--- src/rtl/four_mux_pkg.sv ---
// Shared constants and types for the four-source mux family.
// Holds the channel count, the select width, the FSM state enum and the one-hot decode.
package four_mux_pkg;

    localparam int NUM_CH = 4;
    localparam int SEL_W  = 2;

    typedef enum logic {
        ST_IDLE,
        ST_GRANT
    } state_e;

    function automatic logic [NUM_CH-1:0] onehot(input logic [SEL_W-1:0] idx);
        onehot      = '0;
        onehot[idx] = 1'b1;
    endfunction

endpackage

--- src/rtl/four_rr_sel_rr_pick.sv ---
// Combinational rotate-and-priority-encode.
// Returns the first set request bit at or after ptr, wrapping modulo four.
module rr_pick
    import four_mux_pkg::*;
(
    input  logic [NUM_CH-1:0] req,
    input  logic [SEL_W-1:0]  ptr,
    output logic [SEL_W-1:0]  idx,
    output logic              any
);

    logic [2*NUM_CH-1:0] dbl;
    logic [NUM_CH-1:0]   rot;

    always_comb begin
        // rot[k] is the request of source (ptr + k) mod 4
        dbl = {req, req} >> ptr;
        rot = dbl[NUM_CH-1:0];
        any = |req;
        idx = ptr;
        for (int k = NUM_CH - 1; k >= 0; k--) begin
            if (rot[k]) begin
                idx = ptr + SEL_W'(k);
            end
        end
    end

endmodule

--- src/rtl/four_rr_sel.sv ---
// Round-robin select generator for the 4:1 data mux.
// It holds each grant until a valid/ready transfer, a request withdrawal or the stall watchdog ends it.
module four_rr_sel
    import four_mux_pkg::*;
#(
    parameter int TIMEOUT = 0
) (
    input  logic       clk,
    input  logic       rst,
    input  logic [3:0] req,
    input  logic       ready,
    output logic [1:0] sel,
    output logic [3:0] gnt,
    output logic       valid,
    output logic       timeout_err
);

    localparam logic [7:0] TMO_LAST = (TIMEOUT > 0) ? 8'(TIMEOUT - 1) : 8'd0;

    state_e            state_q, state_d;
    logic [SEL_W-1:0]  sel_q, sel_d;
    logic [NUM_CH-1:0] gnt_q, gnt_d;
    logic              valid_q, valid_d;
    logic              terr_q, terr_d;
    logic [SEL_W-1:0]  ptr_q, ptr_d;
    logic [7:0]        cnt_q, cnt_d;

    logic [SEL_W-1:0]  pick_ptr;
    logic [SEL_W-1:0]  pick_idx;
    logic              pick_any;
    logic              ev_release, ev_xfer, ev_tmo;

    // In GRANT the picker already sees the post-release pointer so a re-grant needs no bubble
    assign pick_ptr = (state_q == ST_GRANT) ? sel_q + 2'd1 : ptr_q;

    rr_pick u_pick (
        .req (req),
        .ptr (pick_ptr),
        .idx (pick_idx),
        .any (pick_any)
    );

    always_comb begin
        state_d    = state_q;
        sel_d      = sel_q;
        gnt_d      = gnt_q;
        valid_d    = valid_q;
        terr_d     = 1'b0;
        ptr_d      = ptr_q;
        cnt_d      = cnt_q;
        ev_release = !req[sel_q];
        ev_xfer    = ready;
        ev_tmo     = (TIMEOUT > 0) && !ready && (cnt_q == TMO_LAST);

        case (state_q)
            ST_IDLE: begin
                if (pick_any) begin
                    state_d = ST_GRANT;
                    sel_d   = pick_idx;
                    gnt_d   = onehot(pick_idx);
                    valid_d = 1'b1;
                    cnt_d   = 8'd0;
                end
            end
            ST_GRANT: begin
                if (ev_release || ev_xfer || ev_tmo) begin
                    ptr_d  = sel_q + 2'd1;
                    cnt_d  = 8'd0;
                    // A withdrawal in the same cycle outranks the watchdog, so no error then
                    terr_d = ev_tmo && !ev_release;
                    if (pick_any) begin
                        sel_d   = pick_idx;
                        gnt_d   = onehot(pick_idx);
                        valid_d = 1'b1;
                    end else begin
                        state_d = ST_IDLE;
                        gnt_d   = '0;
                        valid_d = 1'b0;
                    end
                end else if (cnt_q != 8'hFF) begin
                    cnt_d = cnt_q + 8'd1;
                end
            end
            default: begin
                state_d = ST_IDLE;
                gnt_d   = '0;
                valid_d = 1'b0;
            end
        endcase
    end

    always_ff @(posedge clk) begin
        if (rst) begin
            state_q <= ST_IDLE;
            sel_q   <= '0;
            gnt_q   <= '0;
            valid_q <= 1'b0;
            terr_q  <= 1'b0;
            ptr_q   <= '0;
            cnt_q   <= 8'd0;
        end else begin
            state_q <= state_d;
            sel_q   <= sel_d;
            gnt_q   <= gnt_d;
            valid_q <= valid_d;
            terr_q  <= terr_d;
            ptr_q   <= ptr_d;
            cnt_q   <= cnt_d;
        end
    end

    assign sel         = sel_q;
    assign gnt         = gnt_q;
    assign valid       = valid_q;
    assign timeout_err = terr_q;

endmodule

--- config.mk ---
export PLATFORM = sky130hd
export DESIGN_NAME = four_rr_sel
export DESIGN_NICKNAME = d
export VERILOG_FILES = /design/src/rtl/four_mux_pkg.sv /design/src/rtl/four_rr_sel_rr_pick.sv /design/src/rtl/four_rr_sel.sv
export SDC_FILE = /design/constraint.sdc
export NUM_CORES = 1
export LEC_CHECK = 0
export BUFFER_PORTS_ARGS = -buffer_cell sky130_fd_sc_hd__buf_4
export CAP_MARGIN = 10
export CELL_PAD_IN_SITES_DETAIL_PLACEMENT = 1
export CELL_PAD_IN_SITES_GLOBAL_PLACEMENT = 1
export CORE_MARGIN = 4
export CORE_UTILIZATION = 39
export CTS_CLUSTER_SIZE = 40
export DETAILED_ROUTE_END_ITERATION = 12
export PLACE_DENSITY = 0.85
export SLEW_MARGIN = 20
export SYNTH_ARGS = -nofsm -noshare
export SYNTH_HDL_FRONTEND = slang
export SYNTH_SLANG_ARGS = --single-unit
--- constraint.sdc ---
create_clock -name clk -period 3.2 [get_ports clk]
set_clock_uncertainty 0.15 [all_clocks]
set_input_delay 0.8 -clock clk [delete_from_list [all_inputs] [get_ports clk]]
set_output_delay 0.8 -clock clk [all_outputs]
set_load 0.01 [all_outputs]
# Word-level counts from Yosys, hierarchy flattened
# Index checks and enable logic that the tools add are counted.
[classes]
add_sub_neg = 4
order_cmp = 3
n_eq_ne = 2
shifts = 1
muxes = 22
bitwise_logic = 1
reduce_logical = 6
[ops]
columns = ["operator", "count"]
rows = [
  ["$mux 2", 7],
  ["$mux 4", 3],
  ["$pmux 4 s2", 1],
  ["$shr 8x2->4", 1],
  ["$lt 2x3->1 const B", 2],
  ["$mux 1", 6],
  ["$add 2x1->2 const B", 2],
  ["$add 2x2->2 const B", 2],
  ["$pmux 1 s2", 2],
  ["$pmux 2 s2", 1],
  ["$reduce_and 2->1", 2],
  ["$reduce_or 4->1", 1],
  ["$bmux 1 s2", 1],
  ["$demux 1 s2", 1],
  ["$ge 2x1->1 const B", 1],
  ["$ne 2x1->1 const B", 1],
  ["$ne 2x2->1 const B", 1],
  ["$logic_and 1x1->1", 1],
  ["$logic_not 1->1", 1],
  ["$logic_or 1x1->1", 1],
  ["$not 1->1", 1],
]
[totals]
regBits = 10
in_bits = 7
output_inout_bits = 8
wordCells = 44

# Logic depth before layout (Yosys ltp)
# Gate-level depths: netlist of run 1.
[logic_depth]
depth_word = 14
ltp_mapped = 6

# By module
# Synthesis of run 1 repeated with hierarchy kept, for this count alone.
[unflattened]
cells_unflattened = 74
hier_area_um2 = 628.1
[modules_own_cells]
columns = ["module", "n_inst", "cells_each", "area_each_um2"]
rows = [
  ["four_rr_sel", 1, 59, 539.3],
  ["rr_pick", 1, 15, 88.8],
]

# Least setup slack after synthesis of run 1
# Ideal clock, no wire load.
[synth_timing]
kind = "input to register"
from = "input port req[2]"
to = "register gnt_q[1] (netlist: gnt[1])"
setup_time_ns = 0.071
arrival_time_ns = 2.113
required_time_ns = 2.979
setup_slack_ns = 0.866
cell_stages = 5
n_path_buf = 0
path_cell_list = "or3_1 o311a_1 a2111o_1 or4_1 a21oi_1"
[synth_via]
elab_chain_len = 12
word_cells_on_any_way = 22
cone_classes = "order compare: 2; eq/ne: 2; shift: 1; mux: 12; reduce/logical: 5"
[synth_lines]
columns = ["item", "line_no", "text"]
rows = [
  ["start, declared", "four_rr_sel.sv:10", "input logic [3:0] req,"],
  ["$shr 8x2->4", "four_rr_sel_rr_pick.sv:17", "dbl = {req, req} >> ptr;"],
  ["$mux 2 (4 in series)", "four_rr_sel_rr_pick.sv:22", "if (rot[k]) begin"],
  ["$lt 2x3->1 (implied by the code) or $ge 2x1->1 (tied branches)", "four_mux_pkg.sv:15", "onehot[idx] = 1'b1;"],
  ["$logic_and 1x1->1 (implied by the code)", "four_mux_pkg.sv:15", ""],
  ["$mux 1 (implied by the code)", "four_mux_pkg.sv:15", ""],
  ["$demux 1 s2", "four_mux_pkg.sv:15", ""],
  ["$mux 4", "four_rr_sel.sv:71", "if (pick_any) begin"],
  ["$mux 4", "four_rr_sel.sv:66", "if (ev_release || ev_xfer || ev_tmo) begin"],
  ["$pmux 4 s2", "four_rr_sel.sv:55", "case (state_q)"],
  ["end signal, assigned", "four_rr_sel.sv:104", "gnt_q <= gnt_d;"],
  ["end, declared", "four_rr_sel.sv:22", "logic [NUM_CH-1:0] gnt_q, gnt_d;"],
]
# Several ways; a longest one is shown, not always the timed one. The select of a mux whose other input is x is not followed.
# A chain may end at the register's enable or synchronous reset.

# Worst setup path after layout of run 1
[layout_timing]
from = "register state_q"
to = "register gnt_q[1] (netlist: gnt[1])"
[layout_via]
elab_chain_len = 13
word_cells_on_any_way = 22
cone_classes = "add/sub: 3; order compare: 2; eq/ne: 2; shift: 1; mux: 11; bitwise: 1; reduce/logical: 2"
[layout_lines]
columns = ["item", "line_no", "text"]
rows = [
  ["start, declared", "four_rr_sel.sv:20", "state_e state_q, state_d;"],
  ["start signal, assigned", "four_rr_sel.sv:102", "state_q <= state_d;"],
  ["$mux 2", "four_rr_sel.sv:34", "assign pick_ptr = (state_q == ST_GRANT) ? sel_q + 2'd1 : ptr_q;"],
  ["$add 2x2->2 or $shr 8x2->4 (tied branches)", "four_rr_sel_rr_pick.sv:23, four_rr_sel_rr_pick.sv:17", ""],
  ["$mux 2 (4 in series)", "four_rr_sel_rr_pick.sv:22", ""],
  ["$lt 2x3->1 (implied by the code) or $ge 2x1->1 (tied branches)", "four_mux_pkg.sv:15", ""],
  ["$logic_and 1x1->1 (implied by the code)", "four_mux_pkg.sv:15", ""],
  ["$mux 1 (implied by the code)", "four_mux_pkg.sv:15", ""],
  ["$demux 1 s2", "four_mux_pkg.sv:15", ""],
  ["$mux 4", "four_rr_sel.sv:71", ""],
  ["$mux 4", "four_rr_sel.sv:66", ""],
  ["$pmux 4 s2", "four_rr_sel.sv:55", ""],
]
# Several ways; a longest one is shown, not always the timed one. The select of a mux whose other input is x is not followed.

==> impl_metrics.env, run 1 <==
export IMPL_grt_overflow=0
export IMPL_dp_cells=102
export IMPL_clock_latency_ns=0.26
export IMPL_drt_total_wl_mm=1.57
export IMPL_finalHoldViolations=0
export IMPL_stdcell_area_um2=746
export IMPL_start_util_pct=41.5
export IMPL_grt_pass1_vias=599
export IMPL_num_antenna_cells=0
export IMPL_setup_viol=0
export IMPL_antenna_found_initial=0
export IMPL_core_mm2=0.00152
export IMPL_layout_setup_ws_ns=0.883
export IMPL_synth_async_reset_ratio_pct=0
export IMPL_cp_slowest_cell="dfxtp_1"
export IMPL_synth_main_ff_cell="dfxtp_1"
export IMPL_critPathMaxStageDelay_ns=0.59
export IMPL_startpoint="state_q"
export IMPL_cts_htree_levels=1
export IMPL_cts_resized=0
export IMPL_period_needed_ns=2.32
export IMPL_die_x_um=48.3
export IMPL_syn_area_um2=633
export IMPL_leakage_nw=0.317
export IMPL_die_h_um=48.3
export IMPL_clock_sinks=10
export IMPL_peakVddDrop_mv=0.299
export IMPL_cts_inserted_buffers=3
export IMPL_vias=615
export IMPL_drc_errors=0
export IMPL_dpl_hpwl_mm=1.23
export IMPL_place_area_um2=723
export IMPL_clkSlewWorstSetupHoldPaths_ns=0.07
export IMPL_arrival_ns=2.37
export IMPL_status="finished clean"
export IMPL_nets=98
export IMPL_synth_warning_count=0
export IMPL_grt_max_degree=17
export IMPL_grt_pass1_wl_mm=2.64
export IMPL_io_buffers=13
export IMPL_gp_congestion=0.748
export IMPL_layout_commonest_cell="buf_4"
export IMPL_ant_nets=0
export IMPL_cts_root_buf="clkbuf_4"
export IMPL_power_density_mw_per_mm2=474
export IMPL_wl_per_cell_um=15.0
export IMPL_fp_row_count=14
export IMPL_slew_headroom_pct=56.8
export IMPL_die_area_mm2=0.00233
export IMPL_place_ws_ns=0.629
export IMPL_cts_hold_buf=0
export IMPL_required_ns=3.25
export IMPL_cts_tree="yes"
export IMPL_hp_start="gnt[3]"
export IMPL_drtPass1Iterations=4
export IMPL_synth_edf_count=0
export IMPL_final_max_slew_viol_count=0
export IMPL_synthCells=77
export IMPL_syn2layout_area_growth_pct=17.8
export IMPL_path_cells="inv_1 -> o311a_1 -> a2111o_1 -> or4_1 -> a21oi_1"
export IMPL_crit_type="reg -> reg"
export IMPL_synth_fp_nets=84
export IMPL_post_route_period_util_pct=72.4
export IMPL_final_cells=105
export IMPL_end_kind="flop"
export IMPL_fin_setup_tns_ns=0
export IMPL_worst_slew_pin_slew_ns=0.642
export IMPL_critPathMaxFanout=16
export IMPL_min_path_type="reg -> reg"
export IMPL_drive_gt1_share_pct=22.5
export IMPL_drt_iter0_drc=8
export IMPL_post_cts_buffers=0
export IMPL_clock_path_buffers=2
export IMPL_ios=15
export IMPL_syn_avg_cell_area_um2=8.22
export IMPL_total_power_w=0.000354
export IMPL_final_cell_mix="buf_4, dfxtp_1, nor2_1"
export IMPL_via_per_inst=5.86
export IMPL_r2r_start="state_q"
export IMPL_max_freq_mhz=432
export IMPL_timing_max_cap_violations=0
export IMPL_start_kind="flop"
export IMPL_ys_seq_area_share_pct=31.6
export IMPL_synth_cell_types=37
export IMPL_synth_seq_cells=10
export IMPL_track_usage_pct=15.7
export IMPL_rsz0062_at_grt="false"
==> metal layers <==
metal	vias to the layer above	wire length (µm)	track usage, %
met5	-	0	0
met4	0	0	2.15
met3	0	49	4.80
met2	13	747	23.4
met1	296	776	22.6
li1	306	-	-
==> critical path: cells and delay by family, from the launching register on <==
family	cells	cell delay [ns]
compound gates	3	0.93
buf+inv	1	0.16
simple gates	1	0.42
flops	1	0.59
==> worst paths after layout <==
kind,to,cells past startpoint,slack (ns)
worst min register to register,gnt[3],1,0.32
worst min-delay path,gnt[3],1,0.32
worst max-delay path,gnt[1],5,0.88
worst max register to register,gnt[1],5,0.88
==> report_power, final <==
group | switching (W) | leakage (nW) | total [W] | internal (W)
Sequential | 0.0000173 | 0.0829 | 0.000156 | 0.000139
Combinational | 0.0000556 | 0.221 | 0.000111 | 0.0000551
Clock | 0.0000434 | 0.0138 | 0.0000868 | 0.0000435
==> synthesized netlist by cell type, types with 2 or more instances <==
cell type	instances	area share, %
nor2_1	9	5.3
or2_2	2	2.0
nand2b_1	4	4.0
nor3b_1	2	2.4
a21oi_1	8	6.3
a31o_1	2	2.8
o21a_1	2	2.4
a311oi_1	2	2.8
inv_1	4	2.4
dfxtp_1	10	32
nand2_1	5	3.0
or3_1	2	2.0
==> metrics by stage <==
step,utilization [%],hold slack (ns)
global route,48.9,0.345
detailed placement,47.5,0.307
CTS,48.9,0.322
finish,48.9,0.317
global placement,47.5,0.301
floorplan,-,0.344
==> layout make-up <==
type	count	area, µm²
clock buffers	3	22.5
fillers	194	778
inverters	4	15.0
well taps	16	20.0
flip-flops and latches	10	200
repair buffers	13	97.6
multi-input cells	59	390
==> flip-flops by register name (all words and copies together), names as in the netlist <==
name and flops:
state_q 1, sel 2, gnt 4, valid 1, ptr_q 2
==> cells by family after synthesis <==
logic type / synth area share (%)
AOI/OAI and AO/OA: 28.9
xor gates and xnor gates: 2.57
buffers and inverters: 6.72
DFF: 31.6
muxes: 5.14
other: 0.592
and+or+nand+nor: 24.5
(Power assumes the default switching activity.)
==> run 2, diff against run 1 <==
--- a/config.mk
+++ b/config.mk
@@ -10,10 +10,10 @@
 export CELL_PAD_IN_SITES_DETAIL_PLACEMENT = 1
 export CELL_PAD_IN_SITES_GLOBAL_PLACEMENT = 1
 export CORE_MARGIN = 4
-export CORE_UTILIZATION = 39
+export CORE_UTILIZATION = 36
 export CTS_CLUSTER_SIZE = 40
 export DETAILED_ROUTE_END_ITERATION = 12
-export PLACE_DENSITY = 0.85
+export PLACE_DENSITY = 0.8
 export SLEW_MARGIN = 20
 export SYNTH_ARGS = -nofsm -noshare
 export SYNTH_HDL_FRONTEND = slang
==> constraint.sdc (replaced) <==
create_clock -name clk -period 2.25 [get_ports clk]
set_clock_uncertainty 0.15 [all_clocks]
set_input_delay 0.5625 -clock clk [delete_from_list [all_inputs] [get_ports clk]]
set_output_delay 0.5625 -clock clk [all_outputs]
set_load 0.01 [all_outputs]
==> run 2 against run 1 <==
Critical path depth stayed put. Maximum frequency is 10% higher. Global-route usage is 2.1 points higher. Wire length is 24% higher. Largest power group unchanged. Register-to-register slack worse by 0.73 ns. Utilization is 4.6 points higher. Sequential share of layout area is 2.8 points lower. Setup slack worse by 0.73 ns.
==> impl_metrics.env, run 2 (same netlist as run 1, synthesis figures left out) <==
export IMPL_status="finished clean"
export IMPL_largest_register_ffs=4
export IMPL_required_ns=2.30
export IMPL_end_kind="flop"
export IMPL_critPathMaxFanout=11
export IMPL_fin_setup_tns_ns=0
export IMPL_rsz0062_at_grt="false"
export IMPL_cts_inserted_buffers=3
export IMPL_dpl_hpwl_mm=1.43
export IMPL_crit_type="reg -> reg"
export IMPL_max_freq_mhz=476
export IMPL_syn2layout_area_growth_pct=33.4
export IMPL_leakage_nw=0.380
export IMPL_drt_iter0_drc=7
export IMPL_layout_setup_ws_ns=0.148
export IMPL_dp_cells=113
export IMPL_clock_sinks=10
export IMPL_drive_gt1_share_pct=33.7
export IMPL_core_mm2=0.00158
export IMPL_finalHoldViolations=0
export IMPL_grt_pass1_vias=752
export IMPL_cts_root_buf="clkbuf_4"
export IMPL_timing_max_cap_violations=0
export IMPL_layout_commonest_cell="buf_4"
export IMPL_grt_pass1_wl_mm=3.37
export IMPL_setup_viol=0
export IMPL_place_ws_ns=-0.0409
export IMPL_period_needed_ns=2.10
export IMPL_vias=678
export IMPL_die_x_um=49.9
export IMPL_grt_overflow=0
export IMPL_drc_errors=0
export IMPL_clock_path_buffers=2
export IMPL_worst_slew_pin_slew_ns=0.506
export IMPL_grt_max_degree=12
export IMPL_final_core_utilization_pct=53.6
export IMPL_start_util_pct=40.2
export IMPL_drtPass1Iterations=2
export IMPL_clock_latency_ns=0.28
export IMPL_io_buffers=13
export IMPL_fp_row_count=14
export IMPL_post_cts_buffers=0
export IMPL_die_area_mm2=0.00249
export IMPL_wl_per_cell_um=16.7
export IMPL_slew_headroom_pct=65.4
export IMPL_drt_total_wl_mm=1.95
export IMPL_whs_path_depth=1
export IMPL_ios=15
export IMPL_clkSlewWorstSetupHoldPaths_ns=0.08
export IMPL_num_antenna_cells=0
export IMPL_track_usage_pct=17.8
export IMPL_final_cells=117
export IMPL_antenna_found_initial=0
export IMPL_cts_hold_buf=0
export IMPL_final_max_slew_viol_count=0
export IMPL_start_kind="flop"
export IMPL_nets=109
export IMPL_gp_congestion=0.788
export IMPL_total_power_w=0.000584
export IMPL_nFillCells=195
export IMPL_cts_htree_levels=1
export IMPL_via_per_inst=5.79
export IMPL_multi_input_area_um2=390
export IMPL_min_path_type="reg -> reg"
export IMPL_power_density_mw_per_mm2=691
export IMPL_final_cell_mix="buf_4, nor2_1, a21oi_1, dfxtp_1, nand2_1"
export IMPL_ff_latch_area_um2=203
export IMPL_cts_tree="yes"
export IMPL_reg2reg_depth=5
export IMPL_die_h_um=49.9
export IMPL_ant_nets=0
export IMPL_peakVddDrop_mv=0.470
export IMPL_arrival_ns=2.15
export IMPL_post_route_period_util_pct=93.4
run 2: cell types whose count changed in the layout (fill, tap and decap cells not counted), sizes merged:
cell | previous run | this run
clkbuf | 3 | 4
buf | 13 | 24
run 2: cell type report:
type | instances | area share, %
well taps | 16 | 2.37
inverters | 4 | 1.78
clock buffers | 4 | 4.30
flip-flops and latches | 10 | 24.0
repair buffers | 24 | 21.3
multi-input cells | 59 | 46.2
run 2: through the flow:
| step | instance area (µm²) | hold slack [ns] |
|---|---|---|
| floorplan | 633 | 0.344 |
| CTS | 842 | 0.326 |
| detailed placement | 806 | 0.306 |
| global route | 845 | 0.357 |
| global placement | 806 | 0.303 |
| finish | 845 | 0.326 |
run 2: where the power goes:
group	leakage, nW	internal, W	switching, W
clock network	0.0210	0.0000984	0.0000701
registers	0.0832	0.000198	0.0000213
logic	0.275	0.000101	0.0000950
run 2: what timing repair did:
action / CTS / global route
hold endpoints to repair: 0 / 0
gates resized for setup: 0 / 2
endpoints found under the setup margin: 0 / 4
run 2: metal layers:
layer	wire length, µm	global-route usage (%)	share of wire, %
met5	0	0	0
met4	26	6.45	1.3
met3	64	5.72	3.3
met2	997	30.2	51
met1	864	20.6	44
run 2: worst paths after layout:
check	startpoint	end	slack (ns)
worst max register to register	state_q	gnt[1]	0.15
worst max-delay path	state_q	gnt[1]	0.15
worst min register to register	gnt[3]	gnt[3]	0.33
worst min-delay path	gnt[3]	gnt[3]	0.33
run 2: critical path, cell delays in order, from the launching register on:
cell and delay [ns]:
dfxtp_2 0.43, inv_1 0.10, o311a_1 0.37, a2111o_1 0.42, or4_1 0.42, a21oi_1 0.13
